===== src/rtl/bldc_pkg.sv =====
// Shared encodings and helpers for the six-step BLDC commutation sequencer.
package bldc_pkg;

    typedef enum logic [1:0] {
        StIdle  = 2'd0,
        StDrive = 2'd1,
        StDead  = 2'd2,
        StFault = 2'd3
    } state_e;

    localparam int unsigned GateAh = 5;
    localparam int unsigned GateAl = 4;
    localparam int unsigned GateBh = 3;
    localparam int unsigned GateBl = 2;
    localparam int unsigned GateCh = 1;
    localparam int unsigned GateCl = 0;

    // Returns {valid, sector}; 000 and 111 are not legal Hall states.
    function automatic logic [3:0] hall_decode(input logic [2:0] h);
        logic [3:0] r;
        case (h)
            3'b101:  r = 4'b1_000;
            3'b100:  r = 4'b1_001;
            3'b110:  r = 4'b1_010;
            3'b010:  r = 4'b1_011;
            3'b011:  r = 4'b1_100;
            3'b001:  r = 4'b1_101;
            default: r = 4'b0_000;
        endcase
        return r;
    endfunction

    function automatic logic [5:0] fwd_pattern(input logic [2:0] sector);
        logic [5:0] g;
        g = '0;
        case (sector)
            3'd0: begin g[GateAh] = 1'b1; g[GateBl] = 1'b1; end
            3'd1: begin g[GateAh] = 1'b1; g[GateCl] = 1'b1; end
            3'd2: begin g[GateBh] = 1'b1; g[GateCl] = 1'b1; end
            3'd3: begin g[GateBh] = 1'b1; g[GateAl] = 1'b1; end
            3'd4: begin g[GateCh] = 1'b1; g[GateAl] = 1'b1; end
            3'd5: begin g[GateCh] = 1'b1; g[GateBl] = 1'b1; end
            default: g = '0;
        endcase
        return g;
    endfunction

    // Reverse drive uses the same phase pair with high and low sides exchanged.
    function automatic logic [5:0] swap_sides(input logic [5:0] g);
        return {g[GateAl], g[GateAh], g[GateBl], g[GateBh], g[GateCl], g[GateCh]};
    endfunction

    // Returns {is_forward_step, is_reverse_step} modulo 6.
    function automatic logic [1:0] step_dir(input logic [2:0] old_sec, input logic [2:0] new_sec);
        logic [2:0] nxt;
        logic [2:0] prv;
        nxt = (old_sec == 3'd5) ? 3'd0 : old_sec + 3'd1;
        prv = (old_sec == 3'd0) ? 3'd5 : old_sec - 3'd1;
        return {new_sec == nxt, new_sec == prv};
    endfunction

endpackage


===== src/rtl/hall_input_filter.sv =====
// Two-flop synchroniser plus FILT_CYC-sample debounce for the Hall bus;
// h_chg_o pulses for one cycle when the accepted code changes.
module hall_input_filter #(
    parameter int unsigned FILT_CYC = 2
) (
    input  logic       clk_i,
    input  logic       rst_i,
    input  logic [2:0] h_i,
    output logic [2:0] h_acc_o,
    output logic       h_chg_o
);

    localparam int unsigned CntW = $clog2(FILT_CYC + 1);
    localparam logic [CntW-1:0] CntMax = CntW'(FILT_CYC);

    logic [2:0]      sync1_q, sync2_q, cand_q;
    logic [2:0]      h_acc_q, h_acc_d;
    logic [CntW-1:0] cnt_q, cnt_d;
    logic            chg_q, chg_d;

    always_ff @(posedge clk_i or posedge rst_i) begin
        if (rst_i) begin
            sync1_q <= 3'b000;
            sync2_q <= 3'b000;
            cand_q  <= 3'b000;
            h_acc_q <= 3'b000;
            cnt_q   <= '0;
            chg_q   <= 1'b0;
        end else begin
            sync1_q <= h_i;
            sync2_q <= sync1_q;
            cand_q  <= sync2_q;
            h_acc_q <= h_acc_d;
            cnt_q   <= cnt_d;
            chg_q   <= chg_d;
        end
    end

    always_comb begin
        if (sync2_q != cand_q) begin
            cnt_d = CntW'(1);
        end else if (cnt_q == CntMax) begin
            cnt_d = cnt_q;
        end else begin
            cnt_d = cnt_q + CntW'(1);
        end
        h_acc_d = h_acc_q;
        chg_d   = 1'b0;
        // Accept on the edge that completes the run of identical samples.
        if ((cnt_d == CntMax) && (sync2_q != h_acc_q)) begin
            h_acc_d = sync2_q;
            chg_d   = 1'b1;
        end
    end

    assign h_acc_o = h_acc_q;
    assign h_chg_o = chg_q;

endmodule


===== src/rtl/bldc_commutation_ctrl.sv =====
// Six-step BLDC commutation sequencer with dead time and fault supervision.
// Define HALL_DIR_CHECK_EN to also fault on a valid step against DIR.
module bldc_commutation_ctrl
    import bldc_pkg::*;
#(
    parameter int unsigned DEADTIME_CYC = 4,
    parameter int unsigned FILT_CYC     = 2,
    parameter int unsigned STALL_CYC    = 200
) (
    input  logic       OUT_CLK,
    input  logic       RST,
    input  logic [2:0] H,
    input  logic       EN,
    input  logic       DIR,
    output logic [5:0] GATE,
    output logic       FAULT,
    output logic [1:0] STATE,
    output logic [2:0] SECTOR
);

    localparam int unsigned DeadW  = $clog2(DEADTIME_CYC + 1);
    localparam int unsigned StallW = (STALL_CYC > 0) ? $clog2(STALL_CYC + 1) : 1;
    localparam logic [DeadW-1:0]  DeadLoad = DeadW'(DEADTIME_CYC);
    localparam logic [StallW-1:0] StallMax = StallW'(STALL_CYC);

    state_e            state_q, state_d;
    logic [2:0]        sector_q, sector_d;
    logic [DeadW-1:0]  dead_q, dead_d;
    logic [StallW-1:0] stall_q, stall_d, stall_inc;
    logic              dir_q;

    logic [2:0] h_acc;
    logic       h_chg;
    logic [3:0] dec;
    logic       h_valid;
    logic [2:0] h_sec;
    logic [1:0] steps;
    logic       step_ok;
    logic       stall_hit;
    logic [5:0] pattern;

    hall_input_filter #(
        .FILT_CYC(FILT_CYC)
    ) u_filter (
        .clk_i  (OUT_CLK),
        .rst_i  (RST),
        .h_i    (H),
        .h_acc_o(h_acc),
        .h_chg_o(h_chg)
    );

    assign dec     = hall_decode(h_acc);
    assign h_valid = dec[3];
    assign h_sec   = dec[2:0];
    assign steps   = step_dir(sector_q, h_sec);

`ifdef HALL_DIR_CHECK_EN
    assign step_ok = DIR ? steps[0] : steps[1];
`else
    assign step_ok = |steps;
`endif

    assign stall_inc = (stall_q >= StallMax) ? stall_q : stall_q + StallW'(1);
    assign stall_hit = (STALL_CYC != 0) && (stall_inc >= StallMax);

    always_ff @(posedge OUT_CLK or posedge RST) begin
        if (RST) begin
            state_q  <= StIdle;
            sector_q <= 3'd0;
            dead_q   <= '0;
            stall_q  <= '0;
            dir_q    <= 1'b0;
        end else begin
            state_q  <= state_d;
            sector_q <= sector_d;
            dead_q   <= dead_d;
            stall_q  <= stall_d;
            dir_q    <= DIR;
        end
    end

    always_comb begin
        state_d  = state_q;
        sector_d = sector_q;
        dead_d   = dead_q;
        stall_d  = stall_q;
        unique case (state_q)
            StIdle: begin
                stall_d = '0;
                if (EN && h_valid) begin
                    sector_d = h_sec;
                    dead_d   = DeadLoad;
                    state_d  = StDead;
                end
            end
            StDead, StDrive: begin
                stall_d = stall_inc;
                // A sector change on the same edge as a stall takes precedence.
                if (h_chg && !h_valid) begin
                    state_d = StFault;
                end else if (h_chg && (h_sec != sector_q)) begin
                    if (step_ok) begin
                        sector_d = h_sec;
                        dead_d   = DeadLoad;
                        stall_d  = '0;
                        state_d  = StDead;
                    end else begin
                        state_d = StFault;
                    end
                end else if (stall_hit) begin
                    state_d = StFault;
                end else if (state_q == StDead) begin
                    if (dead_q <= DeadW'(1)) begin
                        state_d = StDrive;
                    end else begin
                        dead_d = dead_q - DeadW'(1);
                    end
                end else if (DIR != dir_q) begin
                    dead_d  = DeadLoad;
                    state_d = StDead;
                end
            end
            StFault: begin
                stall_d = '0;
            end
            default: state_d = StIdle;
        endcase
        if (!EN) begin
            state_d = StIdle;
            stall_d = '0;
        end
    end

    always_comb begin
        pattern = fwd_pattern(sector_q);
        GATE    = '0;
        if (state_q == StDrive) begin
            GATE = dir_q ? swap_sides(pattern) : pattern;
        end
    end

    assign FAULT  = (state_q == StFault);
    assign STATE  = state_q;
    assign SECTOR = sector_q;

endmodule


===== config.mk =====
export PLATFORM = sky130hd
export DESIGN_NAME = bldc_commutation_ctrl
export DESIGN_NICKNAME = d
export VERILOG_FILES = /design/src/rtl/bldc_pkg.sv /design/src/rtl/hall_input_filter.sv /design/src/rtl/bldc_commutation_ctrl.sv
export SDC_FILE = /design/constraint.sdc
export NUM_CORES = 1
export LEC_CHECK = 0
export BUFFER_PORTS_ARGS = -buffer_cell sky130_fd_sc_hd__buf_2
export CAP_MARGIN = 20
export CELL_PAD_IN_SITES_DETAIL_PLACEMENT = 2
export CELL_PAD_IN_SITES_GLOBAL_PLACEMENT = 2
export CORE_MARGIN = 1.5
export CORE_UTILIZATION = 39
export CTS_CLUSTER_SIZE = 28
export DETAILED_ROUTE_END_ITERATION = 16
export MAX_ROUTING_LAYER = met4
export PLACE_DENSITY_LB_ADDON = 0.1
export SYNTH_ARGS = -nofsm -noshare
export SYNTH_HDL_FRONTEND = slang
export SYNTH_SLANG_ARGS = --single-unit

===== constraint.sdc =====
create_clock -name OUT_CLK -period 4.7 [get_ports OUT_CLK]
set_input_delay 0.705 -clock OUT_CLK [delete_from_list [all_inputs] [get_ports OUT_CLK]]
set_output_delay 0.705 -clock OUT_CLK [all_outputs]
set_load 0.005 [all_outputs]

Yosys cells after proc, flatten, opt, wreduce, memory -nomap -nowiden
Cells that the tools add are included.
Widths: inputs -> output; s select.
Word-level totals
  register bits: 32
  input bits: 7
  word-level logic and storage cells: 117
Operators by class
  order comparisons: 3
  reductions and logical operators: 20
  muxes and demuxes: 44
  $add $sub $neg: 5
  equal/unequal tests: 34
Operator list (count)
  $mux 3: 14
  $mux 8: 5
  $pmux 4 s6: 1
  $mux 2: 10
  $reduce_or 2->1: 9
  $ge 8x8->1 const B: 2
  $pmux 8 s2: 1
  $eq 3x3->1 const B: 5
  $ne 7x7->1 const B: 2
  $eq 3x2->1 const B: 4
  $mux 6: 2
  $pmux 3 s2: 2
  $ne 3x3->1: 3
  $ne 3x3->1 const B: 3
  $add 8x1->8 const B: 1
  $eq 2x2->1 const B: 4
  $mux 1: 8
  $ne 2x2->1 const B: 4
  $ne 4x4->1 const B: 2
  $reduce_and 7->1: 1
  $eq 3x1->1 const B: 2
  $eq 3x3->1: 2
  $sub 3x1->3 const B: 2
  $reduce_and 5->1: 1
  13 further kinds: 16

Depth between registers and ports, before layout
  word-level depth: 9
  mapped depth: 11
  depth with buffers taken out: 9

Cells and area by module
Synthesis repeated with hierarchy kept, for this count alone.
Second synthesis, totals
  cells, all modules: 234
  area total of the unflattened synthesis: 2175.8 um2
By module, submodules not included
  bldc_commutation_ctrl: seq. area each 425.4 um2, area each 1630.3 um2, instances 1, cells each 199
  hall_input_filter: seq. area each 375.4 um2, area each 545.5 um2, instances 1, cells each 35

Least setup slack after synthesis
OpenSTA, ideal clock, no wires.
  kind: reg2reg
  start: register sector_q[0], in the netlist SECTOR[0]
  end: register sector_q[1], in the netlist SECTOR[1]
  clock period less this slack: 2.406 ns
  path slack: 2.294 ns
  cell stages (with the launch flop): 11
  setup time: 0.125 ns
  data arrival time: 2.281 ns
  path buffers: 2
  required time: 4.575 ns
  cell sequence: dfrtp_1 -> buf_2 -> buf_1 -> and2_1 -> ha_1 -> inv_1 -> a21o_1 -> and4b_4 -> o211a_4 -> o21ai_2 -> mux2_2
On the way
  word-level cells in the longest chain between the ends: 6
  elaborated cells on any way between the ends: 14
RTL lines
  start: declaration: line bldc_commutation_ctrl.sv:27  | logic [2:0] sector_q, sector_d;
  start signal: assignment: line bldc_commutation_ctrl.sv:75  | sector_q <= sector_d;
  $sub 3x1->3, or another cell as far along: line bldc_pkg.sv:58  | prv = (old_sec == 3'd0) ? 3'd5 : old_sec - 3'd1;
  $mux 3, on equally long branches: line bldc_pkg.sv:58, bldc_pkg.sv:57
  $eq 3x3->1: line bldc_pkg.sv:59  | return {new_sec == nxt, new_sec == prv};
  $reduce_or 2->1: line bldc_commutation_ctrl.sv:60  | assign step_ok = |steps;
  $ne 2x2->1 (no line)
  $reduce_and 5->1 (no line) (*)
Mark *: on every way between the ends. The rest lies on a longest branch, timed or not.
A chain may end at the register's enable or synchronous reset.

Final worst setup path
  start: register sector_q[2], in the netlist SECTOR[2]
  end: output port GATE[4]
On the way
  word-level cells in the longest chain between the ends: 5
  elaborated cells on any way between the ends: 10
RTL lines
  $eq 3x3->1, or another cell as far along: line bldc_pkg.sv:36  | case (sector)
  $reduce_or 2->1 (no line)
  $mux 1: line bldc_pkg.sv:36
  $mux 6 (*): line bldc_commutation_ctrl.sv:138  | GATE = dir_q ? swap_sides(pattern) : pattern;
  $mux 6 (*): line bldc_commutation_ctrl.sv:137  | if (state_q == StDrive) begin
  end: declaration: line bldc_commutation_ctrl.sv:15  | output logic [5:0] GATE,
Marked as above.

==> summary.md <==
| Metric | Value |
|---|---|
| Outcome | `completed` |
| Global-route wire length before repair | `8710 µm` |
| WL per Instance | `16.7 µm` |
| Sink Count | `32` |
| Number of enable flip-flop cells after synthesis | `0` |
| Synth Area in Compound Gates | `0.178` |
| Setup-failing EPs final | `0` |
| R2R Path Start | `SECTOR[2]` |
| Int Power | `0.739 mW` |
| R2R Setup Slk | `2.14 ns` |
| Floorplan row count | `26` |
| Vias per cell | `5.48` |
| Die area | `0.00572 mm²` |
| WP data arrival | `1.95 ns` |
| Actual slew at the worst max-slew pin | `0.921 ns` |
| Max-Cap Viols | `0` |
| Peak VDD IR | `0.268 mV` |
| Mapped Area | `0.00206 mm²` |
| Syn_area_per_cell | `8.98 µm²` |
| Net Sw Frac | `0.423` |
| Sequential share of power | `0.361` |
| Clock tree buffer depth | `2` |
| Post-synth ARST share | `1.00` |
| Worst Hold Class | `reg2reg` |
| Drt total wl | `5280 µm` |
| CP Capture Point | `GATE[4]` |
| Dpl cell area | `0.00219 mm²` |
| M1 GR Usage | `0.258` |
| Clk pwr share | `0.204` |
| LEAKAGE | `1.05 nW` |
| Gate power share | `0.434` |
| Post-CTS Setup Bufs | `0` |
| Clock Pin Slew Worst Setup and Hold Paths | `0.07 ns` |
| Worst EP required | `3.99 ns` |
| Antenna violations before repair | `0` |
| Area occupied by multi-input gates | `0.00114 mm²` |
| Cts hold-fix bufs | `0` |
| TritonCTS clock tree | `done` |
| Synth top area share | `0.389` |
| Overall Global Routing Usage | `0.210` |
| Initial Util | `0.403` |
| Final Skew | `0.00394 ns` |
| Largest fanout on the critical path | `17` |
| DRT iter0 DRCs | `57` |
| Largest net degree at the start of global routing | `33` |
| Crit path capture type | `output pin` |
| CP cell instances | `inv_1 > or3_1 > a21oi_1 > o21a_1 > buf_2` |
| Leading area contributor after synthesis | `dfrtp_1` |
| Max Slew Vio Count | `0` |
| CP bufs+invs | `2` |
| Final Util | `0.451` |
| Num CTS Buffers | `5` |
| TritonRoute pass-1 iters | `4` |
| Hold Fails Final Rpt | `0` |
| Total stage count of the critical path | `5` |
| Slew HR | `0.376` |
| Power Total | `1.28 mW` |
| Post-synthesis sequential area ratio | `0.389` |
| Unrepaired setup endpoints after global routing | `false` |
| Final Wtd Congestion | `0.799` |
| Vias in the first global route | `1797` |
| Switching power | `0.542 mW` |
| Die H | `75.6 µm` |
| Htree depth | `2` |
| Register area | `801 µm²` |
| Ys Warns | `0` |
| Simple-gate share of the synthesized area | `0.225` |
| Worst setup margin | `2.04 ns` |
| Final setup TNS | `0 ns` |
| Die W | `75.6 µm` |
| Crit Path Class | `reg2out` |
| DRC violations left | `0` |
| Dpl hpwl | `3890 µm` |
| Grt met3 use | `0.0317` |
| Post-synthesis adder-cell area fraction | `0.0608` |
| Layout cell share with drive strength beyond 1 | `0.134` |
| Antenna viol nets, final | `0` |
| Root buf cell | `clkbuf_8` |
| Xor/xnor share of the synthesized area | `0.0809` |
| Io pins | `19` |
| Ys flop type | `dfrtp_1` |
| R2R depth | `8` |
| Filler cells | `599` |
| Yosys cell types | `52` |
| Buffers on Ports | `18` |
| Worst path max stage delay | `0.66 ns` |
| Via Count | `1733` |
| Grt total ovfl | `0` |
| Post-synthesis net count | `246` |
| Fmax | `376 MHz` |
| Synth Register Bits | `32` |
| Dpl ws | `2.15 ns` |
| Power density over the cells | `556 mW/mm²` |
| Worst path slowest cell | `dfrtp_1` |
| CP top delay family | `flip-flops` |
| FF-to-FF End | `SECTOR[1]` |
| Clk Latency, worst-skew pair | `0.28 ns` |
| Critical Path Source Type | `flop` |
| Antenna fix cells | `0` |
| Met2 usage | `0.365` |
| Cells after Synth | `229` |
| Final instance area | `0.00230 mm²` |
| Crit share post-route | `0.565` |
| Area Overhead vs Synth | `11.9%` |
| Post-synthesis mux area share | `0.0103` |
| Core area | `0.00511 mm²` |
| Post-CTS sizing | `0` |
| Clock period minus worst slack | `2.66 ns` |
| Main combinational cell family by area after synthesis | `simple AND/OR/NAND/NOR gates` |
| GRT Max-Usage Layer | `met2` |
| Nets@finish | `262` |
| Synth top area cells | `dfrtp_1, ha_1, xor2_1` |
| CP Launch Point | `SECTOR[2]` |
metrics by stage:
stage,hold WS (ns),instances
5_1_grt,0.365,316
4_1_cts,0.352,316
2_1_floorplan,0.331,229
3_3_place_gp,0.339,308
6_report,0.351,316
3_5_place_dp,0.336,308
metal layers:
| metal | part of all wire | up-vias |
|---|---|---|
| met4 | 0.0057 | 0 |
| met2 | 0.51 | 22 |
| met1 | 0.46 | 879 |
| li1 | - | 828 |
| met5 | 0 | - |
| met3 | 0.026 | 4 |
layout make-up:
| cell class | instances | share of cell area |
|---|---|---|
| Multi-Input combinational cell | 169 | 0.496 |
| Sequential cell | 32 | 0.348 |
| Timing Repair Buffer | 19 | 0.0424 |
| Tap cell | 70 | 0.0380 |
| Clock buffer | 6 | 0.0315 |
| Inverter | 18 | 0.0293 |
| Clock inverter | 2 | 0.0152 |
worst min path at each step:
stage	startpoint	to	slack, ns	depth (start not counted)
finish	u_filter.sync1_q[2]	u_filter.sync2_q[2]	0.35	0
CTS	u_filter.sync1_q[2]	u_filter.sync2_q[2]	0.35	0
global placement	u_filter.sync1_q[1]	u_filter.sync2_q[1]	0.34	0
floorplan	u_filter.sync1_q[0]	u_filter.sync2_q[0]	0.33	0
global route	u_filter.sync1_q[1]	u_filter.sync2_q[1]	0.36	0
detailed placement	u_filter.sync1_q[2]	u_filter.sync2_q[2]	0.34	0
power by group through the flow:
| stage | clock (mW) | sequential [mW] | combinational, mW |
|---|---|---|---|
| floorplan | 0 | 0.373 | 0.497 |
| global placement | 0 | 0.454 | 0.511 |
| detailed placement | 0 | 0.467 | 0.559 |
| CTS | 0.268 | 0.462 | 0.566 |
| global route | 0.277 | 0.479 | 0.626 |
| finish | 0.262 | 0.463 | 0.556 |
kinds of logic (layout without fill, tap and decap cells):
family | after synthesis | count (layout)
XOR/XNOR | 19 | 19
flip-flops | 32 | 32
multiplexers | 2 | 2
adder cells (fa/ha/maj) | 10 | 10
AND/OR/NAND/NOR | 86 | 86
AO/OA/AOI/OAI | 52 | 52
buffers and inverters | 28 | 45
cell usage after synthesis (all sizes together) (4+ instances only):
master	instances
inv	18
o21ai	13
nand4	4
or3	4
nand2b	6
nand2	22
nand3	4
dfrtp	32
nor3	6
o21a	5
ha	10
xor2	11
buf	9
nor2	19
xnor2	8
a21oi	12
cells in the final DEF (no fill, tap or decap), types with 4 or more instances in the layout:
| cell | instances |
|---|---|
| nand2_1 | 22 |
| inv_1 | 18 |
| buf_2 | 18 |
| clkbuf_8 | 5 |
| nand4_1 | 4 |
| o21ai_0 | 10 |
| o21a_1 | 5 |
| xnor2_1 | 8 |
| nor2_1 | 19 |
| a21oi_1 | 12 |
| xor2_1 | 11 |
| nand3_1 | 4 |
| nor3_1 | 6 |
| ha_1 | 10 |
| dfrtp_1 | 32 |
| nand2b_1 | 6 |
sequential cells by signal, indices dropped and copies added, names as in the netlist:
name              cells
stall_q               8
SECTOR                3
dead_q                3
u_filter.cand_q       3
u_filter.h_acc_o      3
u_filter.sync1_q      3
u_filter.sync2_q      3
STATE                 2
u_filter.cnt_q        2
dir_q                 1
u_filter.h_chg_o      1
(Power assumes the default switching activity.)
